$ cat config.mk
export PLATFORM = sky130hd
export DESIGN_NAME = tick_sched_flat
export DESIGN_NICKNAME = d
export VERILOG_FILES = /design/src/rtl/tick_sched_pkg.sv /design/src/rtl/tick_sched_if.sv /design/src/rtl/tick_sched_chan.sv /design/src/rtl/tick_sched.sv /design/src/flat_wrapper.sv
export SDC_FILE = /design/constraint.sdc
export NUM_CORES = 1
export LEC_CHECK = 0
export CORE_ASPECT_RATIO = 1.75
export CORE_MARGIN = 10
export CORE_UTILIZATION = 55
export DETAILED_ROUTE_END_ITERATION = 16
export GPL_TIMING_DRIVEN = 0
export PLACE_DENSITY = 0.73
export SLEW_MARGIN = 0
export SYNTH_ARGS = -nofsm -noshare
export SYNTH_HDL_FRONTEND = slang
export SYNTH_SLANG_ARGS = --single-unit
$ cat constraint.sdc
create_clock -name clk -period 7.17 [get_ports clk]
set_clock_uncertainty 0.2 [all_clocks]
set_input_delay 1.434 -clock clk [delete_from_list [all_inputs] [get_ports clk]]
set_output_delay 1.434 -clock clk [all_outputs]
set_load 0.02 [all_outputs]
$ cat src/rtl/tick_sched_pkg.sv
// Shared types for the tick scheduler: channel count, ratio width, config record and FSM states.
package tick_sched_pkg;
   localparam int N_CH  = 4;
   localparam int DIV_W = 8;
   localparam int CH_W  = 2;

   typedef struct packed {
      logic [CH_W-1:0]  ch;
      logic [DIV_W-1:0] div;
      logic             en;
   } cfg_t;

   typedef enum logic [0:0] {IDLE = 1'b0, PENDING = 1'b1} cfg_state_t;

   // A zero ratio is stored as 1 with the channel stopped.
   function automatic cfg_t norm_cfg(input logic [CH_W-1:0] ch, input logic [DIV_W-1:0] div,
                                     input logic en);
      cfg_t c;
      c.ch  = ch;
      c.div = (div == '0) ? DIV_W'(1) : div;
      c.en  = en && (div != '0);
      return c;
   endfunction
endpackage

$ cat src/rtl/tick_sched_if.sv
// Configuration handshake and tick/wave outputs of the tick scheduler.
interface tick_sched_if;
   import tick_sched_pkg::*;

   logic                  cfg_valid;
   logic                  cfg_ready;
   logic [CH_W-1:0]       cfg_ch;
   logic [DIV_W-1:0]      cfg_div;
   logic                  cfg_en;
   logic [N_CH-1:0]       tick;
   logic [N_CH-1:0]       wave;

   modport master (output cfg_valid, cfg_ch, cfg_div, cfg_en, input cfg_ready, tick, wave);
   modport slave  (input cfg_valid, cfg_ch, cfg_div, cfg_en, output cfg_ready, tick, wave);
endinterface

$ cat src/rtl/tick_sched_chan.sv
// One divided clock-enable channel: counts base ticks, pulses tick and toggles wave on wrap.
module tick_chan
   import tick_sched_pkg::*;
(
   input  logic             clk,
   input  logic             reset,
   input  logic             base_tick,
   input  logic             apply,
   input  logic [DIV_W-1:0] new_div,
   input  logic             new_en,
   output logic             tick,
   output logic             wave,
   output logic             wrap,
   output logic             en
);
   logic [DIV_W-1:0] cnt;
   logic [DIV_W-1:0] div;

   assign wrap = base_tick && en && (cnt == div - DIV_W'(1));

   always_ff @(posedge clk) begin
      if (reset) begin
         cnt  <= '0;
         div  <= DIV_W'(1);
         en   <= 1'b0;
         tick <= 1'b0;
         wave <= 1'b0;
      end else if (apply) begin
         // On a running channel apply coincides with its wrap, which still fires.
         cnt  <= '0;
         div  <= new_div;
         en   <= new_en;
         tick <= wrap;
         wave <= (wrap && new_en) ? ~wave : 1'b0;
      end else if (base_tick && en) begin
         if (wrap) begin
            cnt  <= '0;
            tick <= 1'b1;
            wave <= ~wave;
         end else begin
            cnt  <= cnt + DIV_W'(1);
            tick <= 1'b0;
         end
      end else begin
         tick <= 1'b0;
      end
   end
endmodule

$ cat src/rtl/tick_sched.sv
// Shared prescaler, single pending-config register and apply FSM feeding N_CH tick channels.
module tick_sched
   import tick_sched_pkg::*;
#(
   parameter int PRESCALE = 50000
) (
   input  logic         clk,
   input  logic         reset,
   tick_sched_if.slave  bus
);
   localparam int PW = (PRESCALE > 1) ? $clog2(PRESCALE) : 1;

   logic [PW-1:0]   pre_cnt;
   logic            base_tick;
   cfg_state_t      state;
   cfg_t            pend;
   logic [N_CH-1:0] wrap;
   logic [N_CH-1:0] en;
   logic [N_CH-1:0] apply;
   logic [N_CH-1:0] tick_v;
   logic [N_CH-1:0] wave_v;

   assign base_tick = (pre_cnt == PW'(PRESCALE - 1));

   always_ff @(posedge clk) begin
      if (reset || base_tick) pre_cnt <= '0;
      else                    pre_cnt <= pre_cnt + PW'(1);
   end

   assign bus.cfg_ready = (state == IDLE) && !reset;

   // Disabled targets take the request at once; running ones wait for their wrap.
   always_comb begin
      apply = '0;
      for (int i = 0; i < N_CH; i++)
         apply[i] = (state == PENDING) && (pend.ch == CH_W'(i)) && (!en[i] || wrap[i]);
   end

   always_ff @(posedge clk) begin
      if (reset) begin
         state <= IDLE;
         pend  <= '0;
      end else begin
         unique case (state)
            IDLE: if (bus.cfg_valid) begin
               pend  <= norm_cfg(bus.cfg_ch, bus.cfg_div, bus.cfg_en);
               state <= PENDING;
            end
            PENDING: if (|apply) state <= IDLE;
            default: state <= IDLE;
         endcase
      end
   end

   for (genvar i = 0; i < N_CH; i++) begin : g_ch
      tick_chan u_ch (
         .clk       (clk),
         .reset     (reset),
         .base_tick (base_tick),
         .apply     (apply[i]),
         .new_div   (pend.div),
         .new_en    (pend.en),
         .tick      (tick_v[i]),
         .wave      (wave_v[i]),
         .wrap      (wrap[i]),
         .en        (en[i])
      );
   end

   assign bus.tick = tick_v;
   assign bus.wave = wave_v;
endmodule
$ cat src/flat_wrapper.sv
// flat-port wrapper written by rule: the top's interface ports become plain ports
module tick_sched_flat import tick_sched_pkg::*;
#(
   parameter int PRESCALE = 50000
)
  (clk, reset, bus_cfg_valid, bus_cfg_ch, bus_cfg_div, bus_cfg_en, bus_cfg_ready, bus_tick, bus_wave);
  tick_sched_if bus_i ();
  input  logic clk;
  input  logic reset;
  input wire logic [$bits(bus_i.cfg_valid)-1:0] bus_cfg_valid;
  input wire logic [$bits(bus_i.cfg_ch)-1:0] bus_cfg_ch;
  input wire logic [$bits(bus_i.cfg_div)-1:0] bus_cfg_div;
  input wire logic [$bits(bus_i.cfg_en)-1:0] bus_cfg_en;
  output wire logic [$bits(bus_i.cfg_ready)-1:0] bus_cfg_ready;
  output wire logic [$bits(bus_i.tick)-1:0] bus_tick;
  output wire logic [$bits(bus_i.wave)-1:0] bus_wave;
  assign bus_i.cfg_valid = bus_cfg_valid;
  assign bus_i.cfg_ch = bus_cfg_ch;
  assign bus_i.cfg_div = bus_cfg_div;
  assign bus_i.cfg_en = bus_cfg_en;
  assign bus_cfg_ready = bus_i.cfg_ready;
  assign bus_tick = bus_i.tick;
  assign bus_wave = bus_i.wave;
  tick_sched #(.PRESCALE(PRESCALE)) u_core (.clk(clk), .reset(reset), .bus(bus_i));
endmodule
==> impl_results.rst, run 1 <==
.. list-table::
   :header-rows: 1

   * - Metric
     - Value
   * - Status
     - finished, final reports clean
   * - Count of final setup violators
     - 0
   * - Row count
     - 47
   * - Hpwl dp
     - 9.621 mm
   * - Weighted congestion reported at the end of routability-driven placement
     - 0.8736
   * - Maximum single-stage delay on the critical path
     - 0.56 ns
   * - Worst-case vdd ir drop
     - 0.1570 mV
   * - Reg-to-reg startpoint
     - u_core.pre_cnt[0]$_SDFF_PP0_
   * - Count of mapped cells out of synthesis
     - 624
   * - Drt initial violations
     - 262
   * - Post-synthesis mux area share
     - 0.05426
   * - Dominant combinational cell family by area after synthesis
     - simple AND/OR/NAND/NOR gates
   * - Antenna violations before repair
     - 0
   * - IO Port Bufs
     - 22
   * - Clock tree from TritonCTS
     - built
   * - Ports placed on the boundary
     - 23
   * - H-Tree Depth
     - 3
   * - Net count after synthesis
     - 647
   * - Clk slew on worst S/H paths
     - 0.06 ns
   * - Vertical die dimension
     - 150.5 microns
   * - Number of buffers inserted by hold repair at cts
     - 0
   * - Synth Area in Simple Gates
     - 0.2696
   * - Top library cells by usage in the layout, fill and taps aside
     - 104 x dfxtp_1, 102 x nor2_1, 56 x nand2_1
   * - DRC violations left
     - 0
   * - Leakage
     - 2.368 nW
   * - Number of buffer and inverter stages on the critical path
     - 5
   * - Synthesis-stage register bit count
     - 104
   * - Placeable Area
     - 9468 sq um
   * - PostCTS Resize Cnt
     - 0
   * - Post-route total power
     - 1.182 mW
   * - Final worst path period share
     - 0.7497
   * - Mapped cell area
     - 5350 sq um
   * - Most common cell after layout, fill and taps aside
     - dfxtp_1
   * - Die area
     - 14230 sq um
   * - NumNets Final
     - 680
   * - Post-CTS repair timing setup buffer count
     - 0
   * - Number of enable-type register cells in the synthesized netlist
     - 0
   * - Worst Path Required
     - 5.54 ns
   * - Kind of cell adding the most delay to the critical path
     - buffers and inverters
   * - First-pass GRT wire length
     - 21.02 mm
   * - Register-to-Register Path Depth
     - 8
   * - Sequential share of the synthesized area
     - 0.3891
   * - Hold Path Depth
     - 1
   * - Total detailed-routing wirelength
     - 12.67 mm
   * - Peak clock frequency supported by timing
     - 0.1860 GHz
   * - Routed length per instance
     - 16.17 microns
   * - Share of final-layout standard cells stronger than drive strength 1
     - 0.06949
   * - Most used DFF post-synth
     - dfxtp_1
   * - TritonCTS Sinks
     - 104
   * - Kind of capture point of the worst setup path
     - primary output
   * - Crit path launch
     - reset
   * - Final cell area excluding filler cells
     - 6011 sq um
   * - Adder-cell area share of the yosys netlist
     - 0.02105
   * - Area after DPL
     - 5723 sq um
   * - Total gr overflow
     - 0
   * - Setup TNS
     - 0 ns
   * - Largest net degree at the start of global routing
     - 17
   * - Clock latency of the later-clocked register in the worst-skew pair
     - 0.35 ns
   * - Chain of cells forming the critical path
     - clkdlybuf4s50_1 > clkbuf_1 > buf_2 > clkbuf_1 > nor2_1 > clkdlybuf4s50_1
   * - Cell at the root of the clock tree
     - clkbuf_16
   * - HP Start
     - u_core.pre_cnt[0]$_SDFF_PP0_
   * - Maximum clock insertion buffer count
     - 2
   * - Number of unique standard cell types used by synthesis
     - 65
   * - Xor-xnor portion of the synthesized cell area
     - 0.1188
   * - Antenna diode instance count
     - 0
   * - Worst Setup Path Type
     - input port to primary output
   * - Number of slew-limit violations in the final report
     - 0
   * - Pre-Repair DR Iteration Count
     - 5
   * - Via count
     - 4492
   * - Final Critical Period
     - 5.375 ns
   * - Total clock buffers created by CTS
     - 9
   * - Worst rel slew slack
     - 0.3684
   * - Hold Violations, Final
     - 0
   * - Ys Warns
     - 0
   * - Compound-gate portion of the synthesized area
     - 0.1006
   * - Actual transition at the worst max-transition pin
     - 0.9396 ns
   * - FILL cells
     - 824
   * - WP depth
     - 6
   * - Vias in the first global route
     - 4429
   * - Nature of the critical path startpoint
     - input port
   * - Kind of path behind the tightest hold check
     - flop to flop
   * - CP max-delay cell
     - clkdlybuf4s50_1
   * - RSZ-0062 raised after global routing
     - no
   * - Antenna-violating nets left
     - 0
   * - Vias/cell
     - 5.730
   * - Total power per unit cell area
     - 196.7 nW/um^2
   * - Async SR Flop Fraction
     - 0
   * - Initial cell density of the core
     - 0.5651
   * - Relative area change from synthesis to final layout
     - 12.35%
   * - Post-Syn Area per Cell
     - 8.574 sq um
   * - Worst-path fanout max
     - 10
   * - Max-cap viol count
     - 0
   * - Horiz. Die Dim
     - 94.56 microns
   * - Data arrival, critical path
     - 3.74 ns
   * - Global Route Usage Sum
     - 0.1862
[routing by layer]
metal / vias up / routed length (microns) / track usage
met5: - / 0 / 0
met4: 0 / 520 / 0.1008
met3: 28 / 493 / 0.03689
met2: 85 / 6567 / 0.3293
met1: 2141 / 5092 / 0.2004
li1: 2238 / - / -
[Yosys cell counts (all sizes together) (2+ instances only)]
master	count	share of area
dfxtp	104	0.39
nor2	102	0.072
nand2	57	0.040
xor2	39	0.064
xnor2	31	0.051
a21oi	29	0.027
mux2i	29	0.054
nand3	20	0.019
nand4	20	0.023
inv	19	0.013
clkbuf	17	0.012
buf	16	0.021
nor3	12	0.011
nor4	11	0.020
nand3b	10	0.014
ha	9	0.021
o21ai	8	0.0075
a211oi	6	0.0084
and2	6	0.0070
and3	6	0.0070
nand2b	6	0.0070
and4	5	0.0082
or2	5	0.0058
nor3b	4	0.0056
o211ai	4	0.0056
or3	4	0.0047
a211o	3	0.0049
a221oi	3	0.0049
nor4b	3	0.0061
a2111oi	2	0.0068
a21o	2	0.0028
a22oi	2	0.0028
a41oi	2	0.0033
nand4b	2	0.0033
nand4bb	2	0.0042
o2111ai	2	0.0033
o21a	2	0.0042
o21bai	2	0.0028
o31ai	2	0.0028
or3b	2	0.0033
or4	2	0.0028
[final cells by class]
cell class                 instances  area (sq um)  share of cell area
buffer                            33         177.7             0.02956
clock inverter                     7         62.56             0.01041
timing repair buffer              22         220.2             0.03664
multi-input combinational        468          3019              0.5023
inverter                          19         71.32             0.01187
tap                              122         152.6             0.02540
sequential                       104          2082              0.3464
clock buffer                       9         225.2             0.03747
[per-stage QoR]
step / utilization / hold WS (ns) / setup WS, ns / cells
after floorplan: - / 0.2303 / 3.209 / 624
after global placement: 0.6045 / 0.2474 / 1.812 / 768
after detailed placement: 0.6045 / 0.2685 / 1.807 / 768
after CTS: 0.6349 / 0.2830 / 1.767 / 784
after global routing: 0.6349 / 0.3275 / 1.646 / 784
final: 0.6349 / 0.2799 / 1.795 / 784
[power breakdown]
group | switching (mW) | internal, mW | leakage, nW | total, mW
clock | 0.213 | 0.267 | 0.145 | 0.480
combinational | 0.0573 | 0.0429 | 1.38 | 0.100
sequential | 0.0144 | 0.587 | 0.841 | 0.602
[flip-flops by register name, indices dropped and copies added (netlist names)]
register               cells
u_core.g_ch.u_ch.wave      4
u_core.g_ch.u_ch.div      32
u_core.g_ch.u_ch.cnt      32
u_core.g_ch.u_ch.tick      4
u_core.pend               11
u_core.state               1
u_core.g_ch.u_ch.en        4
u_core.pre_cnt            16
[worst paths after layout]
path,endpoint,slack (ns)
setup reg to reg,u_core.g_ch[1].u_ch.cnt[4]$_SDFFE_PP0P_,3.90
hold / removal,u_core.pre_cnt[0]$_SDFF_PP0_,0.28
setup / recovery,bus_cfg_ready,1.79
hold reg to reg,u_core.pre_cnt[0]$_SDFF_PP0_,0.28
[cells by family after synthesis]
logic type | count (synthesis)
xor gates and xnor gates | 71
adders and majority gates | 9
buffers and inverters | 52
muxes | 29
DFF | 104
AOI/OAI and AO/OA | 77
and+or+nand+nor | 282
Note: power is estimated with default switching activity, not from simulation.
==> run 2: changes to the inputs <==
--- a/config.mk
+++ b/config.mk
@@ -10,7 +10,7 @@
 export CORE_UTILIZATION = 55
 export DETAILED_ROUTE_END_ITERATION = 16
 export GPL_TIMING_DRIVEN = 0
-export PLACE_DENSITY = 0.73
+export PLACE_DENSITY = 0.76
 export SLEW_MARGIN = 0
 export SYNTH_ARGS = -nofsm -noshare
 export SYNTH_HDL_FRONTEND = slang
==> constraint.sdc (replaced) <==
create_clock -name clk -period 4.7 [get_ports clk]
set_clock_uncertainty 0.2 [all_clocks]
set_input_delay 0.94 -clock clk [delete_from_list [all_inputs] [get_ports clk]]
set_output_delay 0.94 -clock clk [all_outputs]
set_load 0.02 [all_outputs]
==> impl_results.rst, run 2 (synthesis results as in run 1) <==
.. list-table::
   :header-rows: 1

   * - Metric
     - Value
   * - Antenna violations before repair
     - 0 (unchanged)
   * - Sequential Power Share
     - 0.471 (-0.038)
   * - Part of the power in the clock network
     - 0.450 (+0.044)
   * - Nature of the critical path startpoint
     - input port
   * - Pre-Repair DR Iteration Count
     - 4 (-1)
   * - Horiz. Die Dim
     - 94.56 microns (unchanged)
   * - Maximum clock insertion buffer count
     - 2 (unchanged)
   * - Vias in the first global route
     - 4531 (+2.3%)
   * - Clk slew on worst S/H paths
     - 0.07 ns (about the same)
   * - Final Critical Period
     - 4.550 ns
   * - Peak clock frequency supported by timing
     - 0.2198 GHz
   * - Cell at the root of the clock tree
     - clkbuf_16
   * - Total gr overflow
     - 0 (unchanged)
   * - Hpwl dp
     - 9.504 mm (-1.2%)
   * - Hold Path Depth
     - 1 (unchanged)
   * - Worst Path Required
     - 3.56 ns (-1.98 ns)
   * - Largest registers ranked by flip-flop count
     - u_core.g_ch.u_ch.cnt (32), u_core.g_ch.u_ch.div (32), u_core.pre_cnt (16)
   * - Actual transition at the worst max-transition pin
     - 0.9427 ns (+0.003114 ns)
   * - Top library cells by usage in the layout, fill and taps aside
     - 104 x dfxtp_1, 102 x nor2_1, 56 x nand2_1
   * - CP max-delay cell
     - clkdlybuf4s50_1
   * - Status
     - finished, final reports clean
   * - Via count
     - 4460 (-0.71%)
   * - Switch Pwr
     - 457.8 uW (+61%)
   * - Number of buffer and inverter stages on the critical path
     - 5 (unchanged)
   * - Leakage
     - 2.394 nW (+1.1%)
   * - Ports placed on the boundary
     - 23 (unchanged)
   * - Data arrival, critical path
     - 3.41 ns (-0.33 ns)
   * - Clock tree from TritonCTS
     - built
   * - Reg-to-reg endpoint
     - u_core.g_ch[0].u_ch.div[5]$_SDFFE_PP0P_
   * - Antenna-violating nets left
     - 0 (unchanged)
   * - Weighted congestion reported at the end of routability-driven placement
     - 0.8590 (-1.7%)
   * - Reg-to-reg startpoint
     - u_core.pre_cnt[4]$_SDFF_PP0_
   * - H-Tree Depth
     - 3 (unchanged)
   * - Most common cell after layout, fill and taps aside
     - dfxtp_1
   * - Switching Fraction
     - 0.2352 (-0.005296)
   * - Largest net degree at the start of global routing
     - 19 (+2)
   * - Routed length per instance
     - 16.03 microns (-0.84%)
   * - Maximum single-stage delay on the critical path
     - 0.57 ns (about the same)
   * - Max-cap viol count
     - 0 (unchanged)
   * - Sink of the worst hold path
     - u_core.pre_cnt[0]$_SDFF_PP0_
   * - Clock latency of the later-clocked register in the worst-skew pair
     - 0.35 ns (about the same)
   * - Worst Setup Path Type
     - input port to primary output
   * - NumNets Final
     - 680 (unchanged)
   * - Total detailed-routing wirelength
     - 12.57 mm (-0.84%)
   * - Register-to-register setup slack
     - 1.53 ns (-2.37 ns)
   * - Total clock buffers created by CTS
     - 9 (unchanged)
   * - Vias/cell
     - 5.689 (-0.71%)
   * - Kind of cell adding the most delay to the critical path
     - buffers and inverters
   * - Number of buffers inserted by hold repair at cts
     - 0 (unchanged)
   * - Antenna diode instance count
     - 0 (unchanged)
   * - Chain of cells forming the critical path
     - clkdlybuf4s50_1 > clkbuf_1 > buf_2 > clkbuf_1 > nor2_1 > clkdlybuf4s50_1
   * - Internal Power
     - 1.489 mW (+66%)
   * - Vertical die dimension
     - 150.5 microns (unchanged)
   * - TritonCTS Sinks
     - 104 (unchanged)
   * - First-pass GRT wire length
     - 20.96 mm (-0.29%)
   * - Kind of path behind the tightest hold check
     - flop to flop
   * - Row count
     - 47 (unchanged)
   * - Global Route Usage Sum
     - 0.1845 (-0.001730)
   * - Worst rel slew slack
     - 0.3663 (-0.002094)
   * - IO Port Bufs
     - 22 (unchanged)
   * - Share of final-layout standard cells stronger than drive strength 1
     - 0.06949 (unchanged)
   * - HP Start
     - u_core.pre_cnt[0]$_SDFF_PP0_
   * - Final worst path period share
     - 0.9681
   * - Worst-path fanout max
     - 10 (unchanged)
   * - Kind of capture point of the worst setup path
     - primary output
   * - Drt initial violations
     - 299 (+14%)
   * - Total power per unit cell area
     - 320.5 nW/um^2 (+63%)
   * - Initial cell density of the core
     - 0.5651 (unchanged)
   * - Number of slew-limit violations in the final report
     - 0 (unchanged)
   * - PostCTS Resize Cnt
     - 0 (unchanged)
   * - Setup TNS
     - 0 ns (unchanged)
   * - Worst-case vdd ir drop
     - 0.2460 mV (+57%)
   * - Die area
     - 14230 sq um (unchanged)
   * - Count of final setup violators
     - 0 (unchanged)
   * - Placeable Area
     - 9468 sq um (unchanged)
   * - Register-to-Register Path Depth
     - 8 (unchanged)
   * - Hold Violations, Final
     - 0 (unchanged)
   * - DRC violations left
     - 0 (unchanged)
   * - Post-route total power
     - 1.946 mW (+65%)
   * - Post-CTS repair timing setup buffer count
     - 0 (unchanged)
   * - Relative area change from synthesis to final layout
     - 13.52%
   * - Combinational cell fraction of total power
     - 0.079 (-0.006)
   * - RSZ-0062 raised after global routing
     - no
==> run 2: power by group through the flow <==
stage               clock [mW]  sequential [mW]  combinational [mW]
global placement             0            0.937               0.146
CTS                      0.882            0.918               0.153
detailed placement           0            0.938               0.151
finish                   0.876            0.918               0.153
floorplan                    0            0.929               0.110
global route             0.922            0.919               0.168
==> run 2: how the worst max path moves through the flow <==
| stage | end | from | slack, ns | cells after the start |
|---|---|---|---|---|
| detailed placement | bus_cfg_ready | reset | 0.19 | 6 |
| floorplan | bus_cfg_ready | reset | 1.73 | 4 |
| finish | bus_cfg_ready | reset | 0.15 | 6 |
| global route | bus_cfg_ready | reset | 0.03 | 6 |
| CTS | bus_cfg_ready | reset | 0.19 | 6 |
| global placement | bus_cfg_ready | reset | 0.17 | 6 |
==> run 2: layer usage <==
layer,wire (microns),vias to the layer above,GRT usage
li1,-,2225,-
met1,4920,2134,0.1887
met2,6901,81,0.3445
met3,446,20,0.02991
met4,300,0,0.09474
met5,0,-,0
==> run 2: cell type report <==
| cell class | instances | area, sq um |
|---|---|---|
| Fill cell | 797 | 3395 |
| Multi-Input combinational cell | 468 | 3019 |
| Sequential cell | 104 | 2082 |
| Clock buffer | 9 | 225.2 |
| Timing Repair Buffer | 22 | 220.2 |
| Buffer | 33 | 177.7 |
| Tap cell | 122 | 152.6 |
| Clock inverter | 7 | 125.1 |
| Inverter | 19 | 71.32 |
==> run 2: stage by stage <==
stage | utilization | instances | cell area [sq um] | hold WS, ns | setup slack [ns]
finish | 0.6415 | 784 | 6073 | 0.2906 | 0.1498
global route | 0.6415 | 784 | 6073 | 0.3134 | 0.03470
CTS | 0.6415 | 784 | 6073 | 0.3025 | 0.1883
detailed placement | 0.6045 | 768 | 5723 | 0.2868 | 0.1881
global placement | 0.6045 | 768 | 5723 | 0.2464 | 0.1740
floorplan | - | 624 | 5350 | 0.2303 | 1.727
